### src/rtl/lstm_fwd_sched_pkg.sv
// lstm_fwd_sched_pkg: shared state encoding for the LSTM forward scheduler.
// The states stay plain 3-bit constants so they match older code that
// compares against raw values.
package lstm_fwd_sched_pkg;

  typedef logic [2:0] state_t;

  localparam state_t S_IDLE   = 3'd0;
  localparam state_t S_CLR    = 3'd1;
  localparam state_t S_MAC    = 3'd2;
  localparam state_t S_GAP    = 3'd3;
  localparam state_t S_WB     = 3'd4;
  localparam state_t S_NEXT_T = 3'd5;
  localparam state_t S_DONE   = 3'd6;

endpackage

### src/rtl/lstm_term_cnt.sv
// lstm_term_cnt: enable counter that wraps to zero after a parameterised
// terminal value. It has a synchronous clear that overrides the enable, and
// o_tc flags that the count currently sits at the terminal value.
module lstm_term_cnt
  import lstm_fwd_sched_pkg::*;
#(
  parameter int WIDTH = 12,
  parameter int TERM  = 1
) (
  input  logic             clk,
  input  logic             rst,
  input  logic             i_clr,
  input  logic             i_en,
  output logic [WIDTH-1:0] o_count,
  output logic             o_tc
);

  localparam logic [WIDTH-1:0] L_TERM = WIDTH'(TERM);
  localparam logic [WIDTH-1:0] L_ONE  = WIDTH'(1);

  logic [WIDTH-1:0] r_count;
  logic [WIDTH-1:0] w_next;

  assign o_count = r_count;
  assign o_tc    = (r_count == L_TERM);

  // Clear wins over enable; an enabled count at the terminal value wraps to zero.
  always_comb begin
    w_next = r_count;
    if (i_clr) begin
      w_next = '0;
    end else if (i_en) begin
      w_next = o_tc ? '0 : (r_count + L_ONE);
    end
  end

  // Count register, cleared asynchronously by the active-low reset.
  always_ff @(posedge clk or negedge rst) begin
    if (!rst) begin
      r_count <= '0;
    end else begin
      r_count <= w_next;
    end
  end

endmodule

### src/rtl/lstm_fwd_sched.sv
// lstm_fwd_sched: forward-propagation scheduler for one LSTM layer.
// For every timestep it runs a MAC pass per cell, lets the MAC pipeline drain,
// then writes back h/c for all cells. Slot t=0 of the h/c store holds the zero
// state, so timestep t writes to slot t+1.
module lstm_fwd_sched
  import lstm_fwd_sched_pkg::*;
#(
  parameter int ADDR_WIDTH = 12,
  parameter int TIMESTEP   = 7,
  parameter int NUM_CELL   = 53,
  parameter int NUM_INPUT  = 53,
  parameter int DELAY      = 5
) (
  input  logic                  clk,
  input  logic                  rst,
  input  logic                  i_start,
  input  logic                  i_abort,
  input  logic                  i_stall,
  output logic                  o_gen_clr,
  output logic                  o_gen_en,
  output logic                  o_acc_latch,
  output logic                  o_wr_en,
  output logic [ADDR_WIDTH-1:0] o_wr_addr,
  output logic [ADDR_WIDTH-1:0] o_t,
  output logic [ADDR_WIDTH-1:0] o_cell,
  output logic                  o_busy,
  output logic                  o_done
);

  localparam logic [ADDR_WIDTH-1:0] L_ONE        = ADDR_WIDTH'(1);
  localparam logic [ADDR_WIDTH-1:0] L_NUM_CELL   = ADDR_WIDTH'(NUM_CELL);
  localparam logic [ADDR_WIDTH-1:0] L_GAP_PENULT = ADDR_WIDTH'(DELAY - 2);

  state_t r_state;
  state_t w_nextState;

  logic                  w_clrCnt;
  logic                  w_kEn;
  logic                  w_gapEn;
  logic                  w_cellEn;
  logic                  w_tEn;
  logic                  w_kTc;
  logic                  w_gapTc;
  logic                  w_cellTc;
  logic                  w_tTc;
  logic [ADDR_WIDTH-1:0] w_unusedKCount;
  logic [ADDR_WIDTH-1:0] w_gapCount;
  logic [ADDR_WIDTH-1:0] w_cellCount;
  logic [ADDR_WIDTH-1:0] w_tCount;

  logic [ADDR_WIDTH-1:0] w_wrBase;
  logic [ADDR_WIDTH-1:0] w_wrCell;
  logic [ADDR_WIDTH-1:0] w_wrStep;
  logic [ADDR_WIDTH-1:0] w_wrAddrNext;
  logic                  w_accNext;

  logic                  r_genClr;
  logic                  r_macPhase;
  logic                  r_accLatch;
  logic                  r_wbPhase;
  logic [ADDR_WIDTH-1:0] r_wrAddr;
  logic                  r_busy;
  logic                  r_done;

  // Counters are held at zero while idle, on the run-start clear, and on abort.
  assign w_clrCnt = (r_state == S_IDLE) || (r_state == S_CLR) || i_abort;
  assign w_kEn    = (r_state == S_MAC) && !i_stall;
  assign w_gapEn  = (r_state == S_GAP);
  assign w_cellEn = ((r_state == S_GAP) && w_gapTc) || ((r_state == S_WB) && !i_stall);
  assign w_tEn    = (r_state == S_NEXT_T);

  // k walks the concatenated input + recurrent vector for one cell; only its
  // terminal flag matters here, the address generators keep their own copy.
  lstm_term_cnt #(.WIDTH(ADDR_WIDTH), .TERM(NUM_INPUT + NUM_CELL - 1)) u_kCnt (
    .clk     (clk),
    .rst     (rst),
    .i_clr   (w_clrCnt),
    .i_en    (w_kEn),
    .o_count (w_unusedKCount),
    .o_tc    (w_kTc)
  );

  lstm_term_cnt #(.WIDTH(ADDR_WIDTH), .TERM(DELAY - 1)) u_gapCnt (
    .clk     (clk),
    .rst     (rst),
    .i_clr   (w_clrCnt),
    .i_en    (w_gapEn),
    .o_count (w_gapCount),
    .o_tc    (w_gapTc)
  );

  lstm_term_cnt #(.WIDTH(ADDR_WIDTH), .TERM(NUM_CELL - 1)) u_cellCnt (
    .clk     (clk),
    .rst     (rst),
    .i_clr   (w_clrCnt),
    .i_en    (w_cellEn),
    .o_count (w_cellCount),
    .o_tc    (w_cellTc)
  );

  lstm_term_cnt #(.WIDTH(ADDR_WIDTH), .TERM(TIMESTEP - 1)) u_tCnt (
    .clk     (clk),
    .rst     (rst),
    .i_clr   (w_clrCnt),
    .i_en    (w_tEn),
    .o_count (w_tCount),
    .o_tc    (w_tTc)
  );

  // Next-state decode; abort from any active state overrides every other transition.
  always_comb begin
    w_nextState = r_state;
    case (r_state)
      S_IDLE:   if (i_start) w_nextState = S_CLR;
      S_CLR:    w_nextState = S_MAC;
      S_MAC:    if (!i_stall && w_kTc) w_nextState = S_GAP;
      S_GAP:    if (w_gapTc) w_nextState = w_cellTc ? S_WB : S_MAC;
      S_WB:     if (!i_stall && w_cellTc) w_nextState = S_NEXT_T;
      S_NEXT_T: w_nextState = w_tTc ? S_DONE : S_MAC;
      S_DONE:   w_nextState = S_IDLE;
      default:  w_nextState = S_IDLE;
    endcase
    if (i_abort && (r_state != S_IDLE)) begin
      w_nextState = S_IDLE;
    end
  end

  // Write address for the cycle after this one: slot (t+1), cell offset.
  // WB is only entered from GAP with the cell count wrapping to zero, and
  // inside WB the address steps with the cell whenever memory accepts a write.
  assign w_wrBase     = (w_tCount + L_ONE) * L_NUM_CELL;
  assign w_wrCell     = (r_state == S_WB) ? w_cellCount : '0;
  assign w_wrStep     = ((r_state == S_WB) && !i_stall) ? L_ONE : '0;
  assign w_wrAddrNext = w_wrBase + w_wrCell + w_wrStep;

  // The latch pulse lands on the last drain cycle: either a one-cycle drain
  // entered from MAC, or the cycle after the gap counter reaches DELAY-2.
  assign w_accNext = (w_nextState == S_GAP) &&
                     ((r_state != S_GAP) ? (DELAY == 1) : (w_gapCount == L_GAP_PENULT));

  // State register.
  always_ff @(posedge clk or negedge rst) begin
    if (!rst) begin
      r_state <= S_IDLE;
    end else begin
      r_state <= w_nextState;
    end
  end

  // Registered outputs decoded from the next state so they line up with it.
  always_ff @(posedge clk or negedge rst) begin
    if (!rst) begin
      r_genClr   <= 1'b0;
      r_macPhase <= 1'b0;
      r_accLatch <= 1'b0;
      r_wbPhase  <= 1'b0;
      r_wrAddr   <= '0;
      r_busy     <= 1'b0;
      r_done     <= 1'b0;
    end else begin
      r_genClr   <= (w_nextState == S_CLR);
      r_macPhase <= (w_nextState == S_MAC);
      r_accLatch <= w_accNext;
      r_wbPhase  <= (w_nextState == S_WB);
      r_wrAddr   <= (w_nextState == S_WB) ? w_wrAddrNext : '0;
      r_busy     <= (w_nextState != S_IDLE);
      r_done     <= (w_nextState == S_DONE);
    end
  end

  // Enable and write strobe drop in the same cycle memory pushes back, so a
  // stalled cycle never issues a MAC step or a write.
  assign o_gen_clr   = r_genClr;
  assign o_gen_en    = r_macPhase & ~i_stall;
  assign o_acc_latch = r_accLatch;
  assign o_wr_en     = r_wbPhase & ~i_stall;
  assign o_wr_addr   = r_wrAddr;
  assign o_t         = w_tCount;
  assign o_cell      = w_cellCount;
  assign o_busy      = r_busy;
  assign o_done      = r_done;

endmodule

### config.mk
export PLATFORM = sky130hd
export DESIGN_NAME = lstm_fwd_sched
export DESIGN_NICKNAME = d
export VERILOG_FILES = /design/src/rtl/lstm_fwd_sched_pkg.sv /design/src/rtl/lstm_term_cnt.sv /design/src/rtl/lstm_fwd_sched.sv
export SDC_FILE = /design/constraint.sdc
export NUM_CORES = 1
export LEC_CHECK = 0
export ABC_AREA = 1
export ABC_CLOCK_PERIOD_IN_PS = 4520
export CELL_PAD_IN_SITES_DETAIL_PLACEMENT = 0
export CELL_PAD_IN_SITES_GLOBAL_PLACEMENT = 1
export CORE_ASPECT_RATIO = 0.6
export CORE_MARGIN = 10
export CORE_UTILIZATION = 45
export CTS_BUF_LIST = sky130_fd_sc_hd__clkbuf_8
export DETAILED_ROUTE_END_ITERATION = 10
export HOLD_SLACK_MARGIN = 0.15
export PLACE_DENSITY_LB_ADDON = 0.08
export SYNTH_ARGS = -nofsm -noshare
export SYNTH_HDL_FRONTEND = slang
export SYNTH_SLANG_ARGS = --single-unit
### constraint.sdc
create_clock -name clk -period 4.52 [get_ports clk]
set_input_delay 0.678 -clock clk [delete_from_list [all_inputs] [get_ports clk]]
set_output_delay 0.678 -clock clk [all_outputs]
set_load 0.05 [all_outputs]
# Word level (Yosys, flattened, before mapping)
# Index checks and enable logic that the tools add are counted.
totals:
  ff_bits: 69
  latchBits: 0
  ramBits: 0
  romBits: 0
  out_inout_bits: 42
  elab_cells: 80
  mem_count: 0
classes:
  add_sub_neg: 6
  mul: 1
  n_div: 0
  n_lt_le_gt_ge: 0
  n_eq_ne: 16
  shifts: 0
  mux: 24
  n_bitwise: 3
  n_reduce_logical: 18
op_table:
  columns: ["operator", "n"]
  rows:
  - ["$mux 12", 14]
  - ["$add 12x1->12 const B", 4]
  - ["$eq 12x3->1 const B", 2]
  - ["$mux 3", 7]
  - ["$pmux 3 s6", 1]
  - ["$add 12x1->12", 1]
  - ["$add 12x12->12", 1]
  - ["$eq 12x2->1 const B", 1]
  - ["$eq 12x6->1 const B", 1]
  - ["$eq 12x7->1 const B", 1]
  - ["$eq 3x2->1 const B", 4]
  - ["$eq 3x3->1 const B", 4]
  - ["$mul 12x6->12 const B", 1]
  - ["$reduce_bool 2->1", 4]
  - ["$logic_and 1x1->1", 7]
  - ["$eq 3x1->1 const B", 2]
  - ["$reduce_bool 3->1", 2]
  - ["$logic_not 3->1", 1]
  - ["$logic_or 1x1->1", 3]
  - ["$ne 3x2->1 const B", 1]
  - ["$and 1x1->1", 2]
  - ["$mux 1", 2]
  - ["$logic_not 1->1", 1]
  - ["$not 1->1", 1]

# Logic depth before layout (Yosys ltp)
# Gate-level depths: netlist of run 1.
logic_depth:
  depth_word: 7
  mapped_depth: 25

# By module
# A second synthesis of run 1 with hierarchy kept.
hier_totals:
  hier_cells: 837
  area_unflattened_um2: 5973.2
modules_own_cells:
  columns: ["module", "n_inst", "cells_each", "area_each_um2", "seq_area_each_um2"]
  rows:
  - ["lstm_fwd_sched", 1, 344, 2591.2, 525.5]
  - ["lstm_term_cnt at u_gapCnt ...", 2, 125, 870.8, 300.3]
  - ["lstm_term_cnt at u_cellCnt", 1, 121, 830.8, 300.3]
  - ["lstm_term_cnt at u_kCnt", 1, 122, 809.5, 300.3]

# Least setup slack after synthesis of run 1
# OpenSTA, ideal clock, no wires.
synth_path:
  path_type: "register to register"
  startpoint: "register u_tCnt.r_count[0] (netlist: u_tCnt.o_count[0])"
  endpoint: "register r_wrAddr[11] (netlist: o_wr_addr[11])"
  setup_time_ps: 119
  arrival_time_ps: 4490
  required_time_ps: 4401
  setup_slack_ps: -89
  path_stages_with_launch: 21
  n_path_buf: 0
  synth_period_minus_slack_ps: 4609
  path_cell_list: "dfrtp_1 -> ha_1 -> nand3_1 -> nor2_1 -> nand3_1 -> xor2_1 -> inv_1 -> ha_1 -> fa_1 -> fa_1 -> inv_1 -> fa_1 -> inv_1 -> ha_1 -> nand2_1 -> nor3_1 -> nand3_1 -> nand4_1 -> nand3_1 -> nand2_1 -> nor2_1"
synth_between:
  elab_chain_len: 6
  word_cells_on_any_way: 10
  classes_between: "3 x add/sub; 1 x mul; 2 x eq/ne; 4 x mux"
synth_lines:
  columns: ["element", "line_no", "text"]
  rows:
  - ["from (decl)", "lstm_term_cnt.sv:21", "logic [WIDTH-1:0] r_count;"]
  - ["from (signal assigned)", "lstm_term_cnt.sv:42", "r_count <= w_next;"]
  - ["parallel branches: the longest is 5 deep, another holds $add 12x1->12", null, null]
  - ["$mux 12 *", "lstm_fwd_sched.sv:165", "r_wrAddr <= (w_nextState == S_WB) ? w_wrAddrNext : '0;"]
  - ["to (signal assigned)", "lstm_fwd_sched.sv:165", null]
  - ["to (decl)", "lstm_fwd_sched.sv:61", "logic [ADDR_WIDTH-1:0] r_wrAddr;"]
# Mark *: on every way between the ends.
# A chain may end at the register's enable or synchronous reset.

# Final worst setup path of run 1
# Ends and elaborated chain as after synthesis.

==> summary.md, run 1 <==
| Metric | Value |
|---|---|
| Outcome | complete, no violations |
| Post-synthesis sequential area ratio | 0.342 |
| Largest stage delay, worst path | 0.55 ns |
| H-tree depth | 3 |
| Worst IR drop on VDD | 137 uV |
| WP data arrival | 4.53 ns |
| Commonest cells after routing, fill and taps aside | inv_1 (110), nand2_1 (104), nor2_1 (74), dfrtp_1 (65), nand3_1 (49) |
| Worst R2R End | o_wr_addr[11]$_DFF_PN0_ |
| Cells along the critical path | buf_4 -> nand3_2 -> nor2_4 -> nand2_2 -> xor2_2 -> inv_1 -> ha_1 -> fa_1 -> fa_1 -> inv_1 -> fa_1 -> inv_1 -> ha_1 -> inv_1 -> nor3_2 -> nand3_1 -> nand4_1 -> nand3_1 -> nand2_1 -> nor2_1 |
| TritonCTS Sinks | 69 |
| Worst hold-check path type | input port to asynchronous set/reset pin |
| Antenna Cells | 0 |
| Final period util | 0.949 |
| Syn avg cell area | 7.85 sq um |
| Reg clk slew, reported paths | 0.08 ns |
| Worst R2R Start | u_tCnt.o_count[0]$_DFFE_PN0P_ |
| CTS buffer count | 9 |
| WL/cell | 15.7 um |
| Initial antenna violation count | 0 |
| Clock skew | 0.0120 ns |
| Pwr Density | 251 mW/mm^2 |
| Net Count, Synth | 707 |
| Min Tclk post-route | 4.29 ns |
| Post-synthesis register bit count | 69 |
| Setup WS pre-CTS | 0.0216 ns |
| Gp weighted congestion | 0.918 |
| Pins Over Slew Limit | 0 |
| Pre-antenna DRT Iters | 5 |
| Adder-cell share of the synthesized area | 0.175 |
| Worst Setup End Kind | flip-flop |
| Vert. Die Dim | 102 um |
| Drt total wl | 13600 um |
| Post-route setup slack | 0.232 ns |
| Vias in the first global route | 4312 |
| Mapped Cells | 643 |
| CTS tree | built |
| Max Cap Violations | 0 |
| Area grow syn2layout | 20.8% |
| Remaining Overflow, GRT | 0 |
| DRC | 0 |
| Synthesized area | 0.00505 sq mm |
| Hold buffer count at CTS | 0 |
| R2R depth | 20 |
| Reg2reg setup slack | 0.23 ns |
| Critical path peak fanout | 4 |
| Latest clock arrival within the worst-skew pair | 0.36 ns |
| Simple-Gate Fraction of Synth Area | 0.252 |
| Largest family of logic cells by synthesized area | simple AND/OR/NAND/NOR gates |
| Finished Core Util | 0.568 |
| Layout cells sized above 1 | 0.116 |
| IO Count | 47 |
| Warnings from Yosys | 0 |
| # nets final | 783 |
| Full die area | 0.0160 sq mm |
| Required time of the critical path | 4.77 ns |
| CTS max path bufs | 2 |
| RSZ-0062 raised after global routing | true |
| Netlist cell types | 38 |
| Startpoint Class | flip-flop |
| Initial Utilization | 0.470 |
| Critical path class | flip-flop to flip-flop |
| Xor/xnor share of the synthesized area | 0.0451 |
| Fmax | 233 MHz |
| Post-route ant nets | 0 |
| CP most frequent cell | inv_1 |
| Leakage Power | 0.00292 uW |
| Detailed Place HPWL | 10400 um |
| Cell family with most CP delay | adder cells |
| DR vias | 4514 |
| Core area | 0.0107 sq mm |
| I/O Buffers | 46 |
| Die W | 157 um |
| Largest net degree at the start of global routing | 45 |
| Slew headroom | 0.295 |
| Via density | 5.24 |
| Initial DRC Count | 434 |
| Root buffer cell | clkbuf_8 |
| Final Hold Vio Count | 0 |
| Measured slew at the worst slew-check pin | 1.06 ns |
| First-pass GRT wire length | 22300 um |
| Most common cell after layout, fill and taps aside | inv_1 |
| Finish-stage setup viols | 0 |
| FP Rows | 29 |
| Critical path buffers and inverters | 5 |
| Worst path slowest cell | fa_1 |
| Mux cell area share after synthesis | 0 |
| Fill cells | 996 |
| Gr usage total | 0.173 |
| Post-synthesis compound-gate area fraction | 0.0927 |
-- report_power, final --
part,switching [uW],internal (uW)
Sequential,31.7,651
Combinational,305,105
Clock,248,191
-- registers in the layout, summed over array words and instances (netlist names) --
register and count:
o_wr_addr 12, r_state 3, o_done 1, u_kCnt.o_count 12, r_wbPhase 1, u_cellCnt.o_count 12
o_acc_latch 1, r_macPhase 1, u_tCnt.o_count 12, o_gen_clr 1, o_busy 1, u_gapCnt.o_count 12
-- synth_stat cells (all sizes together) --
cell	count	area, sq um
nand3	51	255
a21oi	25	125
clkinv	3	11.3
dfrtp	69	1730
nor4	6	37.5
xor2	23	201
a221oi	1	8.76
o32ai	1	8.76
a22oi	1	7.51
o21ai	26	130
o211ai	2	20.0
o22ai	16	100
o21bai	2	18.8
nand2	111	434
a31oi	3	18.8
fa	19	380
xnor2	3	26.3
inv	120	450
nand4	14	87.6
o31ai	2	15.0
nand3b	3	22.5
nor2	86	355
and2	1	6.26
nor3	11	71.3
a21o	2	15.0
ha	40	500
buf	2	12.5
-- cell families (layout without fill, tap and decap cells) --
logic type | Yosys count | count (layout)
buf+inv | 125 | 205
compound gates | 81 | 81
flops | 69 | 69
fa+ha+maj | 59 | 59
simple gates | 283 | 283
xor+xnor | 26 | 26
-- worst max-delay path by stage --
| stage | startpoint | to | cells after the start |
|---|---|---|---|
| 2_1_floorplan | u_tCnt.o_count[0]$_DFFE_PN0P_ | o_wr_addr[11]$_DFF_PN0_ | 20 |
| 6_report | u_tCnt.o_count[0]$_DFFE_PN0P_ | o_wr_addr[11]$_DFF_PN0_ | 20 |
| 3_5_place_dp | u_tCnt.o_count[1]$_DFFE_PN0P_ | o_wr_addr[11]$_DFF_PN0_ | 18 |
| 3_3_place_gp | u_tCnt.o_count[0]$_DFFE_PN0P_ | o_wr_addr[11]$_DFF_PN0_ | 18 |
| 5_1_grt | u_tCnt.o_count[0]$_DFFE_PN0P_ | o_wr_addr[11]$_DFF_PN0_ | 20 |
| 4_1_cts | u_tCnt.o_count[0]$_DFFE_PN0P_ | o_wr_addr[11]$_DFF_PN0_ | 18 |
-- per-layer routing --
| metal | global-route usage | wire [um] | part of all wire |
|---|---|---|---|
| met4 | 0.0361 | 86 | 0.0063 |
| met5 | 0 | 0 | 0 |
| met3 | 0.0491 | 966 | 0.071 |
| met1 | 0.258 | 7100 | 0.52 |
| met2 | 0.242 | 5400 | 0.40 |
-- through the flow --
step	TNS [ns]	hold slack [ns]	power, uW	instance area [sq um]	instances
2_1_floorplan	0	0.382	971	5050	643
3_3_place_gp	0	0.509	1100	5730	834
3_5_place_dp	0	0.523	1100	5730	834
4_1_cts	0	0.531	1540	5930	854
5_1_grt	-0.0333	0.565	1620	6100	862
6_report	0	0.508	1530	6100	862
-- area by class of cell --
| cell class | count | area, sq um | share of cell area |
|---|---|---|---|
| Clock inverter | 6 | 33.8 | 0.00554 |
| Tap cell | 139 | 174 | 0.0285 |
| Multi-Input combinational cell | 449 | 2960 | 0.485 |
| Sequential cell | 69 | 1730 | 0.284 |
| Clock buffer | 9 | 124 | 0.0203 |
| Timing Repair Buffer | 67 | 613 | 0.101 |
| Inverter | 123 | 462 | 0.0757 |
-- what timing repair did --
action,4_1_cts,5_1_grt
endpoints found under the setup margin,1,4
setup buffers,5,8
pin swaps,1,13
gates resized for setup,1,22
(Power assumes the default switching activity.)
==> inputs of run 2 (changes only) <==
--- a/config.mk
+++ b/config.mk
@@ -14,6 +14,7 @@
 export CORE_UTILIZATION = 45
 export CTS_BUF_LIST = sky130_fd_sc_hd__clkbuf_8
 export DETAILED_ROUTE_END_ITERATION = 10
+export GPL_ROUTABILITY_DRIVEN = 0
 export HOLD_SLACK_MARGIN = 0.15
 export PLACE_DENSITY_LB_ADDON = 0.08
 export SYNTH_ARGS = -nofsm -noshare
==> results of run 2 <==
Final layout, timing and power as in run 1 (identical DEF).
==> inputs of run 3 (changes only) <==
--- a/config.mk
+++ b/config.mk
@@ -10,7 +10,6 @@
 export CELL_PAD_IN_SITES_DETAIL_PLACEMENT = 0
 export CELL_PAD_IN_SITES_GLOBAL_PLACEMENT = 1
 export CORE_ASPECT_RATIO = 0.6
-export CORE_MARGIN = 10
 export CORE_UTILIZATION = 45
 export CTS_BUF_LIST = sky130_fd_sc_hd__clkbuf_8
 export DETAILED_ROUTE_END_ITERATION = 10
==> run 3 against run 2 <==
Against the previous run:
- the run now ends with DRC left
- utilization increased by 0.17 points
- maximum frequency decreased by 0.30%
- non-clock buffer count fell by 4
- sequential power hardly changed
- flip-flop and latch count stayed put
- count of clock-buffer cells in the layout grew 1
- global-route usage grew 6.7 points
- highest routed layer unchanged
- clock skew is 0.0033 ns higher
- sequential share of layout area is 0.087 points lower
- hold slack lost 0.11 ns
- design area increased by 0.31%
- cell count down 0.35%
==> summary.md, run 3 (same netlist as run 1, synthesis figures left out) <==
| Metric | Value |
|---|---|
| Pre-antenna DRT Iters | 8 |
| Initial antenna violation count | 0 |
| Pins Over Slew Limit | 0 |
| Detailed Place HPWL | 10000 um |
| R2R depth | 18 |
| WL/cell | 15.6 um |
| DRC | 4 |
| Finished Cell Area | 0.00612 sq mm |
| Hold buffer count at CTS | 0 |
| Latest clock arrival within the worst-skew pair | 0.36 ns |
| Initial Utilization | 0.470 |
| Die W | 139 um |
| Critical path class | flip-flop to flip-flop |
| Vert. Die Dim | 84.0 um |
| Clock skew | 0.0152 ns |
| Area grow syn2layout | 21.2% |
| Failing checks | DRC |
| Reg clk slew, reported paths | 0.08 ns |
| Antenna Cells | 0 |
| Setup tns final | 0 ns |
| Finish-stage setup viols | 0 |
| Placed inst area | 0.00573 sq mm |
| CTS max path bufs | 2 |
| CTS tree | built |
| Worst Setup End Kind | flip-flop |
| Gr usage total | 0.241 |
| Full die area | 0.0117 sq mm |
| Startpoint Class | flip-flop |
| Worst IR drop on VDD | 213 uV |
| Multi-input gate area | 0.00300 sq mm |
| Layout cells sized above 1 | 0.117 |
| Initial DRC Count | 303 |
| Worst path slowest cell | fa_1 |
| TritonCTS Sinks | 69 |
| First-pass GRT wire length | 21800 um |
| Largest stage delay, worst path | 0.57 ns |
| Leakage Power | 0.00293 uW |
| # nets final | 779 |
| Largest net degree at the start of global routing | 37 |
| Worst hold-check path type | input port to asynchronous set/reset pin |
| Dpl cells | 834 |
| Measured slew at the worst slew-check pin | 0.801 ns |
| Max Cap Violations | 0 |
| Cells along the critical path | ha_4 -> nand3_4 -> nor2_4 -> nand2_2 -> nor3_2 -> xor2_1 -> ha_1 -> fa_1 -> fa_1 -> fa_1 -> ha_4 -> inv_1 -> nor3_4 -> nand3_1 -> nand4_1 -> nand3_1 -> nand2_1 -> nor2_1 |
| Finished Core Util | 0.569 |
| DR vias | 4547 |
| Post-route ant nets | 0 |
| Outcome | finished with violations |
| Root buffer cell | clkbuf_8 |
| Fill cells | 998 |
| Slew headroom | 0.466 |
| Drt total wl | 13400 um |
| Most common cell after layout, fill and taps aside | inv_1 |
| Min Tclk post-route | 4.30 ns |
| Via density | 5.29 |
| Worst R2R End | o_wr_addr[11]$_DFF_PN0_ |
| Required time of the critical path | 4.77 ns |
| Fmax | 232 MHz |
| Worst R2R Start | u_tCnt.o_count[1]$_DFFE_PN0P_ |
| Commonest cells after routing, fill and taps aside | inv_1 (111), nand2_1 (102), nor2_1 (75), dfrtp_1 (65), nand3_1 (48) |
| Pwr Density | 253 mW/mm^2 |
| Final Hold Vio Count | 0 |
| Core area | 0.0107 sq mm |
| RSZ-0062 raised after global routing | true |
| Reg2reg setup slack | 0.22 ns |
| CTS buffer count | 9 |
| H-tree depth | 3 |
| Vias in the first global route | 4268 |
| Critical path peak fanout | 7 |
| WP data arrival | 4.56 ns |
| Remaining Overflow, GRT | 0 |
| Reg area | 0.00173 sq mm |
| CP most frequent cell | fa_1 |
| IO Count | 47 |
| I/O Buffers | 46 |
| FP Rows | 29 |
| Final std cells w/o fill | 859 |
| Final period util | 0.952 |
[run 3: report_power, final]
part,internal (uW),total [uW],switching [uW],leakage (uW)
clock network,208,456,248,0.0000907
registers,651,682,31.7,0.000947
logic,104,411,307,0.00189
total,963,1550,587,0.00293
[run 3: layout make-up]
| cell class | count | share of cell area |
|---|---|---|
| clock buffers | 10 | 0.0225 |
| repair buffers | 63 | 0.0953 |
| flip-flops and latches | 69 | 0.283 |
| clock inverters | 6 | 0.00532 |
| inverters | 123 | 0.0755 |
| well taps | 139 | 0.0284 |
| multi-input cells | 449 | 0.490 |
[run 3: worst max-delay path: cells and delay by family, from the launching register on]
kind	cells	cell delay [ns]
xor+xnor	1	0.25
fa+ha+maj	6	2.31
simple gates	10	1.09
flops	1	0.47
buf+inv	1	0.07
[run 3: what timing repair did]
item / 4_1_cts / 5_1_grt
setup buffers: 4 / 5
pin swaps: 1 / 10
cloned: 0 / 0
setup endpoints to repair: 1 / 4
resized for setup: 1 / 27
[run 3: per-layer routing]
metal,up-vias,track usage,routed length (um)
met1,2160,0.370,7090
met3,17,0.0539,774
met2,144,0.336,5370
li1,2226,-,-
met4,0,0.0576,164
met5,-,0,0
[run 3: metrics by stage]
stage	worst slack (ns)	hold WS (ns)	total power, uW
after CTS	0.00175	0.435	1560
after floorplan	0.121	0.382	971
final	0.219	0.400	1550
after global placement	0.125	0.505	1100
after detailed placement	0.0257	0.513	1100
after global routing	-0.0691	0.461	1640
[run 3: how the worst max path moves through the flow]
stage	from	end	slack [ns]	depth (start not counted)
after floorplan	u_tCnt.o_count[0]$_DFFE_PN0P_	o_wr_addr[11]$_DFF_PN0_	0.12	20
after global placement	u_tCnt.o_count[1]$_DFFE_PN0P_	o_wr_addr[11]$_DFF_PN0_	0.12	18
after detailed placement	u_tCnt.o_count[1]$_DFFE_PN0P_	o_wr_addr[11]$_DFF_PN0_	0.03	18
after CTS	u_tCnt.o_count[1]$_DFFE_PN0P_	o_wr_addr[11]$_DFF_PN0_	0.002	18
after global routing	u_tCnt.o_count[1]$_DFFE_PN0P_	o_wr_addr[10]$_DFF_PN0_	-0.07	23
final	u_tCnt.o_count[1]$_DFFE_PN0P_	o_wr_addr[11]$_DFF_PN0_	0.22	18
